<file path="config.mk">
export PLATFORM = sky130hd
export DESIGN_NAME = register_file
export DESIGN_NICKNAME = d
export VERILOG_FILES = /design/src/rtl/register_file.sv
export SDC_FILE = /design/constraint.sdc
export NUM_CORES = 2
export LEC_CHECK = 0
export ABC_AREA = 1
export CORE_ASPECT_RATIO = 0.9
export CORE_UTILIZATION = 40
export CTS_BUF_LIST = sky130_fd_sc_hd__clkbuf_4 sky130_fd_sc_hd__clkbuf_8
export CTS_CLUSTER_SIZE = 24
export DETAILED_ROUTE_END_ITERATION = 6
export HOLD_SLACK_MARGIN = 0.06
export PLACE_DENSITY = 0.52
export SETUP_SLACK_MARGIN = 0.2
export SLEW_MARGIN = 10
export SYNTH_ARGS = -nofsm -noshare
export SYNTH_HDL_FRONTEND = slang
export SYNTH_HIERARCHICAL = 1
export SYNTH_SLANG_ARGS = --single-unit
</file>
<file path="constraint.sdc">
create_clock -name clk -period 1.8 [get_ports clk]
set_input_delay 0.18 -clock clk [delete_from_list [all_inputs] [get_ports clk]]
set_output_delay 0.18 -clock clk [all_outputs]
set_load 0.01 [all_outputs]
</file>
<file path="src/rtl/register_file.sv">
// 32-entry x N-bit register file: one synchronous write port, two combinational
// read ports built on mux32 word selectors, x0 hardwired to zero, optional bypass.

module mux32 #(
    parameter int N = 32
) (
    input  logic [31:0][N-1:0] i_in,
    input  logic [4:0]         i_sel,
    output logic [N-1:0]       o_out
);

    assign o_out = i_in[i_sel];

endmodule

module register_file #(
    parameter int N      = 32,
    parameter bit BYPASS = 1'b1
) (
    input  logic         clk,
    input  logic         rst,
    input  logic         wr_ena,
    input  logic [4:0]   wr_addr,
    input  logic [N-1:0] wr_data,
    input  logic [4:0]   rd_addr0,
    output logic [N-1:0] rd_data0,
    input  logic [4:0]   rd_addr1,
    output logic [N-1:0] rd_data1
);

    logic [N-1:0]       r_regs [1:31];
    logic [31:0][N-1:0] w_words;
    logic [N-1:0]       w_mux0;
    logic [N-1:0]       w_mux1;
    logic               w_wr_live;
    logic               w_byp0;
    logic               w_byp1;

    // Storage: async clear, then per-entry write decode so entry 0 has no flop.
    always_ff @(posedge clk or negedge rst) begin
        if (!rst) begin
            for (int i = 1; i < 32; i++) begin
                r_regs[i] <= '0;
            end
        end else if (wr_ena) begin
            for (int i = 1; i < 32; i++) begin
                if (wr_addr == 5'(i)) begin
                    r_regs[i] <= wr_data;
                end
            end
        end
    end

    // Present the storage as the 32 mux inputs, with word 0 tied to zero.
    always_comb begin
        w_words[0] = '0;
        for (int i = 1; i < 32; i++) begin
            w_words[i] = r_regs[i];
        end
    end

    mux32 #(.N(N)) u_mux_rd0 (
        .i_in  (w_words),
        .i_sel (rd_addr0),
        .o_out (w_mux0)
    );

    mux32 #(.N(N)) u_mux_rd1 (
        .i_in  (w_words),
        .i_sel (rd_addr1),
        .o_out (w_mux1)
    );

    // Bypass is gated by rst so every read stays 0 while reset is held.
    assign w_wr_live = rst & wr_ena & (wr_addr != 5'd0);
    assign w_byp0    = BYPASS & w_wr_live & (rd_addr0 == wr_addr);
    assign w_byp1    = BYPASS & w_wr_live & (rd_addr1 == wr_addr);

    // Read port 0: x0 rule first, then bypass, then stored word.
    always_comb begin
        if (rd_addr0 == 5'd0) begin
            rd_data0 = '0;
        end else if (w_byp0) begin
            rd_data0 = wr_data;
        end else begin
            rd_data0 = w_mux0;
        end
    end

    // Read port 1: same priority as port 0.
    always_comb begin
        if (rd_addr1 == 5'd0) begin
            rd_data1 = '0;
        end else if (w_byp1) begin
            rd_data1 = wr_data;
        end else begin
            rd_data1 = w_mux1;
        end
    end

endmodule
</file>
# == Yosys cells after proc, flatten, opt, wreduce, memory -nomap -nowiden ==
# Cells that the tools add are included.
# classes
add_sub_neg,0
mul,0
n_div,0
n_lt_le_gt_ge,2
eq_ne,33
n_shift,0
mux,8
n_bitwise,4
reduce_logical,34
# ops
operator,n
$bmux 32 s5,2
$mux 32,6
$eq 5x5->1 const B,16
$reduce_and 2->1,31
$eq 5x4->1 const B,8
$eq 5x3->1 const B,4
$lt 5x6->1 const B,2
$eq 5x2->1 const B,2
$eq 5x5->1,2
$logic_not 5->1,2
$eq 5x1->1 const B,1
$reduce_bool 5->1,1
$and 1x1->1,4
# totals
reg_bits,992
latch_bits,0
ramBits,0
mem_bits_ro,0
inputBits,50
output_inout_bits,64
elab_cells,112
n_memories,0

# == Logic depth before layout (Yosys ltp) ==
# depth
word_depth,5
depth_mapped,14
ltp_nobuf,11

# == Modules after synthesis ==
# The synthesis kept the hierarchy.
# modules_own_cells
mod,instances,cells_per_inst,area_each_um2,seq_area_each_um2
register_file,1,3710,36957.9,24823.8
mux32,2,2431,10796.6,0.0

# == Least setup slack after synthesis ==
# OpenSTA, ideal clock, no wires.
# synth_path
path_type,input-to-output
from,input rd_addr0[0]
to,output rd_data0[18]
arrival_time_ps,1311
t_required_ps,1620
setup_slack_ps,309
stages,14
path_buffers,3
cell_sequence,buf_6 > inv_8 > buf_6 > buf_6 > nand2_1 > nand3_1 > nand3_1 > nand2_1 > nand2_1 > nand2_1 > nand2_1 > nand2_1 > nor2_1 > nor2_1
# synth_between
elab_chain_cells,4
word_cells_on_any_way,7
classes_between,eq/ne: 1; mux: 4; bitwise: 1; reduce/logical: 1
# synth_rtl
element,line,rtl
from (decl),25,"input logic [4:0] rd_addr0,"
$bmux 32 s5,12,assign o_out = i_in[i_sel];
$mux 32 (implied by the code),12,
via w_mux0[18],33,logic [N-1:0] w_mux0;
$mux 32,83,end else if (w_byp0) begin
$mux 32,81,if (rd_addr0 == 5'd0) begin
to (decl),26,"output logic [N-1:0] rd_data0,"
# The timed path passes the listed nets, and every way through them passes these cells. The select of a mux whose other input is x is not followed.

# == Final worst setup path ==
# layout_path
from,register r_regs[85] in the netlist's numbering
to,output rd_data1[21]
# layout_between
elab_chain_cells,4
# layout_rtl
element,line,rtl
from (decl),31,logic [N-1:0] r_regs [1:31];
"from (signal, indexed assignment)",48,r_regs[i] <= wr_data;
$bmux 32 s5,12,
$mux 32 (implied by the code),12,
via w_mux1[21],34,logic [N-1:0] w_mux1;
$mux 32,94,end else if (w_byp1) begin
$mux 32,92,if (rd_addr1 == 5'd0) begin
to (decl),28,output logic [N-1:0] rd_data1
# The timed path passes the listed nets, and every way through them passes these cells. The select of a mux whose other input is x is not followed.

==> flow_metrics.tcl <==
set metrics [dict create \
    startpoint "r_regs[85]$_DFFE_PN0P_" \
    synth-seq-area-share_pct 42.4 \
    num-fill-cells 14176 \
    grt_pass1_vias 58640 \
    regMostFlops "r_regs" \
    r2r_cells 5 \
    reg_top3 "r_regs x992" \
    async_flop_share_pct 100 \
    htree_levels 4 \
    cp.depth 12 \
    maxCapViolCount 0 \
    wl_met2_um 113000 \
    power_uw 72700 \
    syn_area_per_cell_um2 6.83 \
    via_count 63511 \
    min_from "wr_data[2]" \
    place_congestion 0.904 \
    critPathKind "flip-flop to output port" \
    worstSetupEndpointType "output port" \
    regArea_mm2 0.0248 \
    clockBufferDepth 3 \
    floorplan.initialDensity_pct 40.5 \
    clock-root-buffer "clkbuf_8" \
    clk_pin_slew_ns 0.06 \
    setup_viol 64 \
    row_count 132 \
    boundaryPins 114 \
    rsz0062_at_grt "true" \
    multi_input_area_mm2 0.0318 \
    final_nets 9307 \
    yosys_warnings 6 \
    finalCritPeriodShare_pct 143 \
    area_growth_pct 30.4 \
    post-synth-top-count-cell "nand2_1" \
    start_kind "flip-flop" \
    fmax_ghz 0.388 \
    p_sw_uw 24400 \
    p_leak_uw 0.0375 \
    numPortBuffers 113 \
    clkLatencyLatePin_ns 0.93 \
    hold_violations 0 \
    drt_pass1_iterations 6 \
    critical_path_arrival_ns 2.40 \
    die_area_mm2 0.148 \
    die_h_um 365 \
    pwr-share-comb_pct 27.1 \
    wl_met1_um 115000 \
    wl_per_cell_um 23.6 \
    tightestPinTransition_ns 0.707 \
    synth.largest_area_cell "dfrtp_1" \
    max_stage_delay_ns 0.37 \
    synthDominantCellAreaShare_pct 42.4 \
    crit_chain "nand2_1, nand3_1, nand3_2, nand2_1, nand2_1, nand2_2, nand2_2, nand2_2, buf_12, nor2_4, nor2_1, buf_2" \
    largest_reg_flops 992 \
    highest_layer "met5" \
    p_seq_share_pct 40.9 \
    postLayoutCellArea_mm2 0.0764 \
    cp.required_ns 1.62 \
    yosys-top-cells-count "3976 x nand2_1, 1540 x nand3_1, 992 x dfrtp_1" \
    reg2reg_from "r_regs[324]$_DFFE_PN0P_" \
    drtAntennaViolNets 0 \
    fin_skew_ns 0 \
    synth_cell_types 27 \
    fin_util_pct 52.8 \
    cts_buffers 179 \
    slew_headroom_pct 52.9 \
    route.detailed.drc 0 \
    dr_wl_met3_um 28100 \
    outcome "finished, violations left" \
    placed_area_mm2 0.0689 \
    post-place-ws_ns -0.939 \
    min_period_ns 2.58 \
    place_hpwl_um 172000 \
    grt_max_degree 111 \
    netlist_instances 8572 \
    swShare_pct 33.6 \
    path_buf_inv 2 \
    cts_tree "done" \
    violations "setup timing" \
    synthFlopType "dfrtp_1" \
    die_w_um 405 \
    wl_um 267000 \
    pwr-share-clk_pct 32.0 \
    worst_slack_ns -0.775 \
    worstSetupEndpoint "rd_data1[21]" \
    finalMaxSlewViolations 0 \
    slowest_stage "dfrtp_1" \
    coreArea_mm2 0.145 \
    crit_path_max_fanout 3 \
    regToRegEndpoint "r_regs[324]$_DFFE_PN0P_" \
    viasPerCell 5.60 \
    p_int_uw 48300 \
    antenna_found_initial 11 \
    syn_area_mm2 0.0586 \
    cts_sinks 992 \
    grt-ovfl-total 0 \
    drt_iter0_drc 7772 \
    grt_use_total_pct 35.4 \
    synth_edf_count 0 \
    drive_above_1_share_pct 22.8 \
    ys_ff_latch 992 \
    p_per_area_mw_per_mm2 952 \
    r2r_slack_ns 0.78 \
    crit_family "simple AND/OR/NAND/NOR gates" \
    irDropWorstVdd_mv 0.823 \
    hold_class "primary input to flip-flop" \
    synthTopCellsByArea "dfrtp_1 42%, nand2_1 25%, nand3_1 13%, o21ai_0 8.4%, buf_6 2.3%" \
    grt_pass1_wl_um 391000 \
]
## worst min-delay path by stage
stage,to,slack (ns),cells past startpoint
floorplan,r_regs[0]$_DFFE_PN0P_,-0.12,0
global placement,r_regs[615]$_DFFE_PN0P_,0.48,3
detailed placement,r_regs[615]$_DFFE_PN0P_,0.46,3
CTS,r_regs[962]$_DFFE_PN0P_,0.15,4
global route,r_regs[915]$_DFFE_PN0P_,0.23,4
finish,r_regs[962]$_DFFE_PN0P_,0.20,4
## cell type report
class                      count  share of cell area, %
multi-input combinational   6826                   41.7
antenna                        5                 0.0164
sequential                   992                   32.5
tap                         1943                   3.18
clock buffer                 293                   4.72
timing repair buffer        1192                   17.2
clock inverter                24                  0.274
inverter                      66                  0.439
## worst min-delay path, cell delays in order
cell             delay [ns]
clkdlybuf4s50_1        0.46
inv_1                  0.07
buf_4                  0.24
o21ai_1                0.16
## placed cells by master (no fill, tap or decap), types with 8 or more instances in the layout
| cell type | n |
|---|---|
| nor2_4 | 48 |
| dfrtp_1 | 992 |
| nand2_4 | 69 |
| nand3_1 | 1317 |
| buf_6 | 86 |
| buf_12 | 306 |
| inv_1 | 49 |
| nand4_1 | 64 |
| clkbuf_8 | 227 |
| nand2_2 | 256 |
| nand2_1 | 3678 |
| conb_1 | 64 |
| o21ai_0 | 982 |
| nor2_1 | 43 |
| nand3_2 | 223 |
| clkbuf_4 | 68 |
| clkdlybuf4s50_1 | 38 |
| inv_2 | 8 |
| buf_4 | 688 |
| o21ai_1 | 13 |
| buf_2 | 61 |
| nor2_2 | 60 |
| clkinv_2 | 14 |
## logic make-up (layout without fill, tap and decap cells)
kind of cell,count (synthesis),in the layout,synth area share [%]
flip-flops,992,992,42.4
other,1,69,0.00640
AND/OR/NAND/NOR,5767,5767,41.1
AO/OA/AOI/OAI,995,995,8.50
buffers and inverters,817,1575,7.99
## power by group through the flow
stage               clock network, uW  registers, uW  logic [uW]
global route                    24600          30200       21700
CTS                             23600          29600       18200
finish                          23300          29700       19700
floorplan                           0          29200        9970
detailed placement                  0          29900       17400
global placement                    0          29900       17100
## per-stage QoR
stage | TNS [ns] | hold slack, ns | cells
finish | -43.53 | 0.205 | 11341
global route | -50.73 | 0.231 | 11338
CTS | -46.49 | 0.152 | 11256
detailed placement | -259.23 | 0.460 | 10859
global placement | -245.12 | 0.480 | 10859
floorplan | 0 | -0.116 | 8635
## what timing repair did
action                     4_1_cts  5_1_grt
hold buffers                     6        0
buffers inserted                74       80
setup endpoints to repair       64       64
hold endpoints to repair       897        0
pin swaps                      476      564
gates resized for setup        561      421
## per-layer routing
layer	vias up	GRT usage, %
li1	29207	-
met1	30325	49.8
met2	3332	52.4
met3	641	7.93
met4	6	14.2
met5	-	0
Note: power is estimated with default switching activity, not from simulation.
